`config.mk`:
```
export PLATFORM = sky130hd
export DESIGN_NAME = toast_alu_arbiter
export DESIGN_NICKNAME = d
export VERILOG_FILES = /design/src/rtl/toast_alu_arbiter.sv
export SDC_FILE = /design/constraint.sdc
export NUM_CORES = 1
export LEC_CHECK = 0
export ABC_AREA = 1
export CAP_MARGIN = 15
export CORE_MARGIN = 1
export CORE_UTILIZATION = 40
export DETAILED_ROUTE_END_ITERATION = 12
export PLACE_DENSITY = 0.88
export SLEW_MARGIN = 20
export SYNTH_ARGS = -nofsm -noshare
export SYNTH_HDL_FRONTEND = slang
export SYNTH_SLANG_ARGS = --single-unit
```
`constraint.sdc`:
```
create_clock -name clk_i -period 3.5 [get_ports clk_i]
set_input_delay 1.05 -clock clk_i [delete_from_list [all_inputs] [get_ports clk_i]]
set_output_delay 1.05 -clock clk_i [all_outputs]
set_load 0.02 [all_outputs]
```
`src/rtl/toast_alu_arbiter.sv`:
```
// toast_alu_arbiter
// Shares one combinational toast_alu between two requesters (req0 = execute
// stage, req1 = auxiliary unit). One operation is in flight at a time:
// IDLE accepts a request, EXEC lets the ALU evaluate the registered operands,
// RESP holds the captured result until the consumer takes it.
//
// Build option:
//   TOAST_ALU_ARB_RR_EN  defined   -> round-robin between the two requesters
//                        undefined -> fixed priority, req0 always wins
//
// ID_W must stay 1: the response ID names one of exactly two requesters.

module toast_alu_arbiter #(
    parameter int ID_W = 1
) (
    input  logic            clk_i,
    input  logic            resetn_i,

    input  logic            req0_valid_i,
    output logic            req0_ready_o,
    input  logic [3:0]      req0_ctrl_i,
    input  logic [31:0]     req0_op1_i,
    input  logic [31:0]     req0_op2_i,

    input  logic            req1_valid_i,
    output logic            req1_ready_o,
    input  logic [3:0]      req1_ctrl_i,
    input  logic [31:0]     req1_op1_i,
    input  logic [31:0]     req1_op2_i,

    output logic [3:0]      alu_ctrl_o,
    output logic [31:0]     alu_op1_o,
    output logic [31:0]     alu_op2_o,
    input  logic [31:0]     alu_result_i,
    input  logic            alu_test_i,

    output logic            rsp_valid_o,
    input  logic            rsp_ready_i,
    output logic [ID_W-1:0] rsp_id_o,
    output logic [31:0]     rsp_result_o,
    output logic            rsp_test_o
);

    typedef enum logic [1:0] {
        ST_IDLE = 2'd0,
        ST_EXEC = 2'd1,
        ST_RESP = 2'd2
    } state_e;

    state_e          state_q, state_d;

    logic [3:0]      alu_ctrl_q, alu_ctrl_d;
    logic [31:0]     alu_op1_q, alu_op1_d;
    logic [31:0]     alu_op2_q, alu_op2_d;
    logic [ID_W-1:0] id_q, id_d;

    logic            rsp_valid_q, rsp_valid_d;
    logic [ID_W-1:0] rsp_id_q, rsp_id_d;
    logic [31:0]     rsp_result_q, rsp_result_d;
    logic            rsp_test_q, rsp_test_d;

`ifdef TOAST_ALU_ARB_RR_EN
    logic            last_grant_q, last_grant_d;
`endif

    logic            grant_valid;
    logic            grant_id;
    logic            handshake;

    // Pick a winner among the valid requesters (only meaningful in IDLE)
    always_comb begin
        grant_valid = req0_valid_i | req1_valid_i;
`ifdef TOAST_ALU_ARB_RR_EN
        // On contention hand the slot to whoever did not win last time
        if (req0_valid_i && req1_valid_i) begin
            grant_id = ~last_grant_q;
        end else begin
            grant_id = ~req0_valid_i;
        end
`else
        // Fixed priority: req0 wins whenever it is valid
        grant_id = ~req0_valid_i;
`endif
    end

    // Next-state logic: one operation walks IDLE -> EXEC -> RESP -> IDLE
    always_comb begin
        state_d = state_q;
        case (state_q)
            ST_IDLE: if (grant_valid) state_d = ST_EXEC;
            ST_EXEC: state_d = ST_RESP;
            ST_RESP: if (rsp_ready_i) state_d = ST_IDLE;
            default: state_d = ST_IDLE;
        endcase
    end

    // Output logic: only the granted requester sees ready, and only in IDLE
    always_comb begin
        req0_ready_o = (state_q == ST_IDLE) && grant_valid && !grant_id;
        req1_ready_o = (state_q == ST_IDLE) && grant_valid &&  grant_id;
        handshake    = req0_ready_o | req1_ready_o;
    end

    // Datapath: latch the winning payload, capture the ALU, retire the response
    always_comb begin
        alu_ctrl_d   = alu_ctrl_q;
        alu_op1_d    = alu_op1_q;
        alu_op2_d    = alu_op2_q;
        id_d         = id_q;
        rsp_valid_d  = rsp_valid_q;
        rsp_id_d     = rsp_id_q;
        rsp_result_d = rsp_result_q;
        rsp_test_d   = rsp_test_q;
`ifdef TOAST_ALU_ARB_RR_EN
        last_grant_d = last_grant_q;
`endif

        if (handshake) begin
            alu_ctrl_d = grant_id ? req1_ctrl_i : req0_ctrl_i;
            alu_op1_d  = grant_id ? req1_op1_i  : req0_op1_i;
            alu_op2_d  = grant_id ? req1_op2_i  : req0_op2_i;
            id_d       = ID_W'(grant_id);
`ifdef TOAST_ALU_ARB_RR_EN
            last_grant_d = grant_id;
`endif
        end

        if (state_q == ST_EXEC) begin
            rsp_result_d = alu_result_i;
            rsp_test_d   = alu_test_i;
            rsp_id_d     = id_q;
            rsp_valid_d  = 1'b1;
        end

        if ((state_q == ST_RESP) && rsp_ready_i) begin
            rsp_valid_d = 1'b0;
        end
    end

    // State and datapath registers; reset drops any in-flight work silently
    always_ff @(posedge clk_i) begin
        if (!resetn_i) begin
            state_q      <= ST_IDLE;
            alu_ctrl_q   <= '0;
            alu_op1_q    <= '0;
            alu_op2_q    <= '0;
            id_q         <= '0;
            rsp_valid_q  <= 1'b0;
            rsp_id_q     <= '0;
            rsp_result_q <= '0;
            rsp_test_q   <= 1'b0;
`ifdef TOAST_ALU_ARB_RR_EN
            last_grant_q <= 1'b1;
`endif
        end else begin
            state_q      <= state_d;
            alu_ctrl_q   <= alu_ctrl_d;
            alu_op1_q    <= alu_op1_d;
            alu_op2_q    <= alu_op2_d;
            id_q         <= id_d;
            rsp_valid_q  <= rsp_valid_d;
            rsp_id_q     <= rsp_id_d;
            rsp_result_q <= rsp_result_d;
            rsp_test_q   <= rsp_test_d;
`ifdef TOAST_ALU_ARB_RR_EN
            last_grant_q <= last_grant_d;
`endif
        end
    end

    assign alu_ctrl_o   = alu_ctrl_q;
    assign alu_op1_o    = alu_op1_q;
    assign alu_op2_o    = alu_op2_q;
    assign rsp_valid_o  = rsp_valid_q;
    assign rsp_id_o     = rsp_id_q;
    assign rsp_result_o = rsp_result_q;
    assign rsp_test_o   = rsp_test_q;

endmodule

```
# Word-level counts from Yosys, hierarchy flattened
# Index checks and enable logic that the tools add are counted.
# word_totals
elab_cells,30
register_bits,106
# op_classes
mux,6
eq_ne,4
n_reduce_logical,7
bitwise,4
# op_table
cell,n
two-way mux 32 bit,2
case mux 2 bit (3 select lines),1
logical AND 1 bit,4
two-way mux 2 bit,2
two-way mux 4 bit,1
inequality test 2 bit (second input constant),2
== test 2 x 1 -> 1 bit (second input constant),1
== test 2 bit (second input constant),1
logical NOT 2 bit,1
inverter 1 bit,2
OR 1 bit,2
AND reduction 2 bit,1
OR reduction 2 bit,1

# Depth between registers and ports, before layout
# logic_depth
ltp_word,4
depth_mapped,7
depth_no_buf,5

# Least setup slack after synthesis
# OpenSTA, ideal clock, no wires.
# synth_timing
path_type,in2out
start,input req0_valid_i
end,output req0_ready_o
required_time_ns,2.450
path_stages,4
arrival_ns,1.717
setup_slack_ns,0.733
path_buffers,2
path_cell_list,buf_2 -> inv_2 -> buf_2 -> nor2_1
# synth_via
elab_chain_cells,3
# synth_lines
element,line_no,rtl
from (decl),19,"input logic req0_valid_i,"
OR 1 bit,72,grant_valid = req0_valid_i | req1_valid_i;
logical AND 1 bit,99,req0_ready_o = (state_q == ST_IDLE) && grant_valid && !grant_id;
logical AND 1 bit (*),99,
to (decl),20,"output logic req0_ready_o,"
# Mark *: on every way between the ends. The rest lies on a longest branch, timed or not.

# Final worst setup path
# layout_timing
start,input req1_valid_i
end,output req1_ready_o
# layout_via
elab_chain_cells,3
# layout_lines
element,line_no,rtl
from (decl),25,"input logic req1_valid_i,"
OR 1 bit,72,
logical AND 1 bit (2 in a row),100,req1_ready_o = (state_q == ST_IDLE) && grant_valid && grant_id;
to (decl),26,"output logic req1_ready_o,"
# No other way between the ends.

==> impl_metrics.py <==
metrics = {
    "cells_and_area": {
        "fill_cells": 952,
        "nets": 1113,
        "antenna_cells": 0,
        "drive_gt1_frac": 0.0360,
        "area_growth_pct": 69.0,
        "final_util": 0.697,
    },
    "timing": {
        "setup_viol": 0,
        "finalCriticalPeriod_ns": 3.42,
        "fin_worst_skew_ns": 0.00693,
        "slew_viol_final": 0,
        "rsz0062_at_grt": "false",
        "final_hold_viol_count": 0,
        "relSlewSlack": 0.525,
        "tightest_slew_ns": 0.713,
        "setup_ws_ns": 0.0811,
        "tns_ns": 0,
        "max_freq_ghz": 0.292,
        "finalCritPeriodShare": 0.977,
    },
    "die": {
        "die_w_um": 108,
        "core_area_um2": 10900,
        "die_area_um2": 11700,
        "rows": 38,
        "io_pins": 279,
        "initial_utilization": 0.413,
        "die_h_um": 108,
    },
    "job": {
        "maxCapViolCount": 0,
    },
    "cts": {
        "ctsLongestPathBuffers": 2,
        "hold_buffers": 0,
        "cts_tree": "done",
        "clk_pin_slew_ns": 0.07,
        "clock-sinks": 106,
        "root_buffer": "clkbuf_16",
        "cts_resized": 0,
        "numCtsBuffers": 9,
        "cts_htree_levels": 3,
        "clkLatencyLatePin_ns": 0.33,
        "post_cts_buffers": 0,
    },
    "global_routing": {
        "overflow": 0,
        "grt_max_degree": 70,
        "antenna_found_initial": 0,
        "first_global_vias": 4692,
        "grt_pass1_wl_um": 21800,
        "grt.total_usage": 0.236,
    },
    "worst_setup_path": {
        "path_depth": 4,
        "cp_data_required_time_ns": 2.45,
        "rr_worst_depth": 5,
        "r2r-start": "state_q[0]",
        "critPathBufInv": 3,
        "path_max_fanout": 3,
        "cp_common_cell": "clkdlybuf4s50_1",
        "r2r-end": "rsp_test_o",
        "start_kind": "input port",
        "cp_slowest_stage_delay_ns": 0.62,
        "r2r_slack_ns": 1.67,
        "critPathKind": "in -> out",
        "path_cells": "clkdlybuf4s50_1 > nand3_1 > inv_1 > clkdlybuf4s50_1",
        "cp-end-kind": "primary output",
        "cpMaxStageDelayCell": "clkdlybuf4s50_1",
        "cp_top_family": "buffers and inverters",
        "crit_arrival_ns": 2.37,
    },
    "synthesis": {
        "synth_area_um2": 4510,
        "synth_seq_cells": 106,
        "synth_compound_area_frac": 0.116,
        "synthTopCellsByCount": "nand2_1, dfxtp_1, nor2_1, a21oi_1, o21ai_0",
        "synth_top_cell_area_share": 0.470,
        "yosysMostFrequentCell": "nand2_1",
        "syn_avg_cell_area_um2": 6.57,
        "syn_nets": 861,
        "yosysWarnings": 0,
        "synthAdderAreaFrac": 0,
        "synthMuxAreaShare": 0,
        "syn_inst": 687,
        "async_reset_ff_frac": 0,
        "synth.yosys.seq_area_share": 0.470,
        "yosysTopAreaCell": "dfxtp_1",
        "synth_simple_gate_area_frac": 0.356,
        "synth_top_cells_by_area": "dfxtp_1, nand2_1, a21oi_1, nor2_1, o21ai_0",
        "synth_edf_count": 0,
        "synth_cell_types": 15,
        "synth_top_flop_cell": "dfxtp_1",
        "synth_top_family_by_area": "simple AND/OR/NAND/NOR gates",
        "yosys.area_share.xor_xnor": 0,
    },
    "min_path": {
        "holdPathEnd": "alu_op2_o[19]",
        "holdPathStages": 2,
        "min_from": "alu_op2_o[19]",
        "holdCritPathClass": "reg -> reg",
    },
    "drt": {
        "wl_per_cell_um": 13.3,
        "drtPass1Iterations": 6,
        "viasPerCell": 4.68,
        "drt_iter0_markers": 232,
        "vias": 5073,
        "drc_errors": 0,
        "antenna_left": 0,
        "routed_wl_um": 14400,
    },
    "outcome": {
        "status": "completed",
    },
    "place": {
        "pre_cts_ws_ns": 0.0843,
        "port_buffers": 278,
        "routabilityCongestion": 0.755,
        "place_hpwl_um": 10200,
    },
    "power_and_ir_drop": {
        "irDropWorstVdd_mv": 0.320,
        "p_leak_nw": 3.27,
        "powerDensity_nw_per_um2": 437,
    },
}
-- cell type report --
class / count / area (µm²) / share of cell area
inverter: 8 / 30.0 / 0.00394
tap: 140 / 175 / 0.0230
multi-input combinational: 527 / 2130 / 0.279
clock inverter: 7 / 85.1 / 0.0112
sequential: 106 / 2120 / 0.278
clock buffer: 9 / 225 / 0.0295
timing repair buffer: 287 / 2860 / 0.375
-- worst register-to-register path, stage by stage, from the launching register on --
cell and delay [ns]:
dfxtp_1 0.37, inv_2 0.07, nor2_4 0.53, inv_2 0.47, nor2_1 0.22, nor2_1 0.07
-- layout by cell type (no fill, tap or decap), drive strengths merged --
cell,instances
bufinv,1
nand3,2
nor3,1
dfxtp,106
o21ai,35
buf,10
nand2,344
a21oi,70
nor2,75
inv,11
clkinvlp,2
clkbuf,9
clkdlybuf4s50,277
clkinv,1
-- power by group --
group	switching, mW	leakage, nW	internal [mW]	total [mW]
combinational	0.459	2.25	0.453	0.912
clock	0.480	0.146	0.569	1.05
sequential	0.0555	0.873	1.32	1.37
-- through the flow --
| step | cells | area (µm²) | power, mW | hold slack [ns] |
|---|---|---|---|---|
| global route | 1084 | 7630 | 3.49 | 0.479 |
| detailed placement | 1068 | 7320 | 2.32 | 0.454 |
| finish | 1084 | 7630 | 3.33 | 0.464 |
| global placement | 1068 | 7320 | 2.30 | 0.451 |
| CTS | 1084 | 7630 | 3.36 | 0.466 |
| floorplan | 687 | 4510 | 1.84 | 0.441 |
-- logic make-up after synthesis --
group / count (synthesis)
AND/OR/NAND/NOR: 422
buffers and inverters: 54
flip-flops: 106
AO/OA/AOI/OAI: 105
-- sequential cells by signal (all words and copies together) (netlist names) --
signal,flops
rsp_result_o,32
alu_ctrl_o,4
rsp_id_o,1
rsp_test_o,1
alu_op2_o,32
state_q,2
id_q,1
rsp_valid_o,1
alu_op1_o,32
-- metal layers --
metal	wire length, µm	vias to the layer above	part of all wire	GRT usage
li1	-	2631	-	-
met1	5630	2234	0.39	0.252
met2	7020	181	0.49	0.430
met3	1360	27	0.094	0.0747
met4	379	0	0.026	0.0939
met5	0	-	0	0
-- worst max-delay path by stage --
| stage | startpoint | end | slack, ns |
|---|---|---|---|
| global route | req1_valid_i | req1_ready_o | 0.02 |
| detailed placement | req1_valid_i | req1_ready_o | 0.08 |
| floorplan | req0_valid_i | req0_ready_o | 0.73 |
| global placement | req1_valid_i | req1_ready_o | 0.09 |
| finish | req1_valid_i | req1_ready_o | 0.08 |
| CTS | req1_valid_i | req1_ready_o | 0.08 |
(Power assumes the default switching activity.)
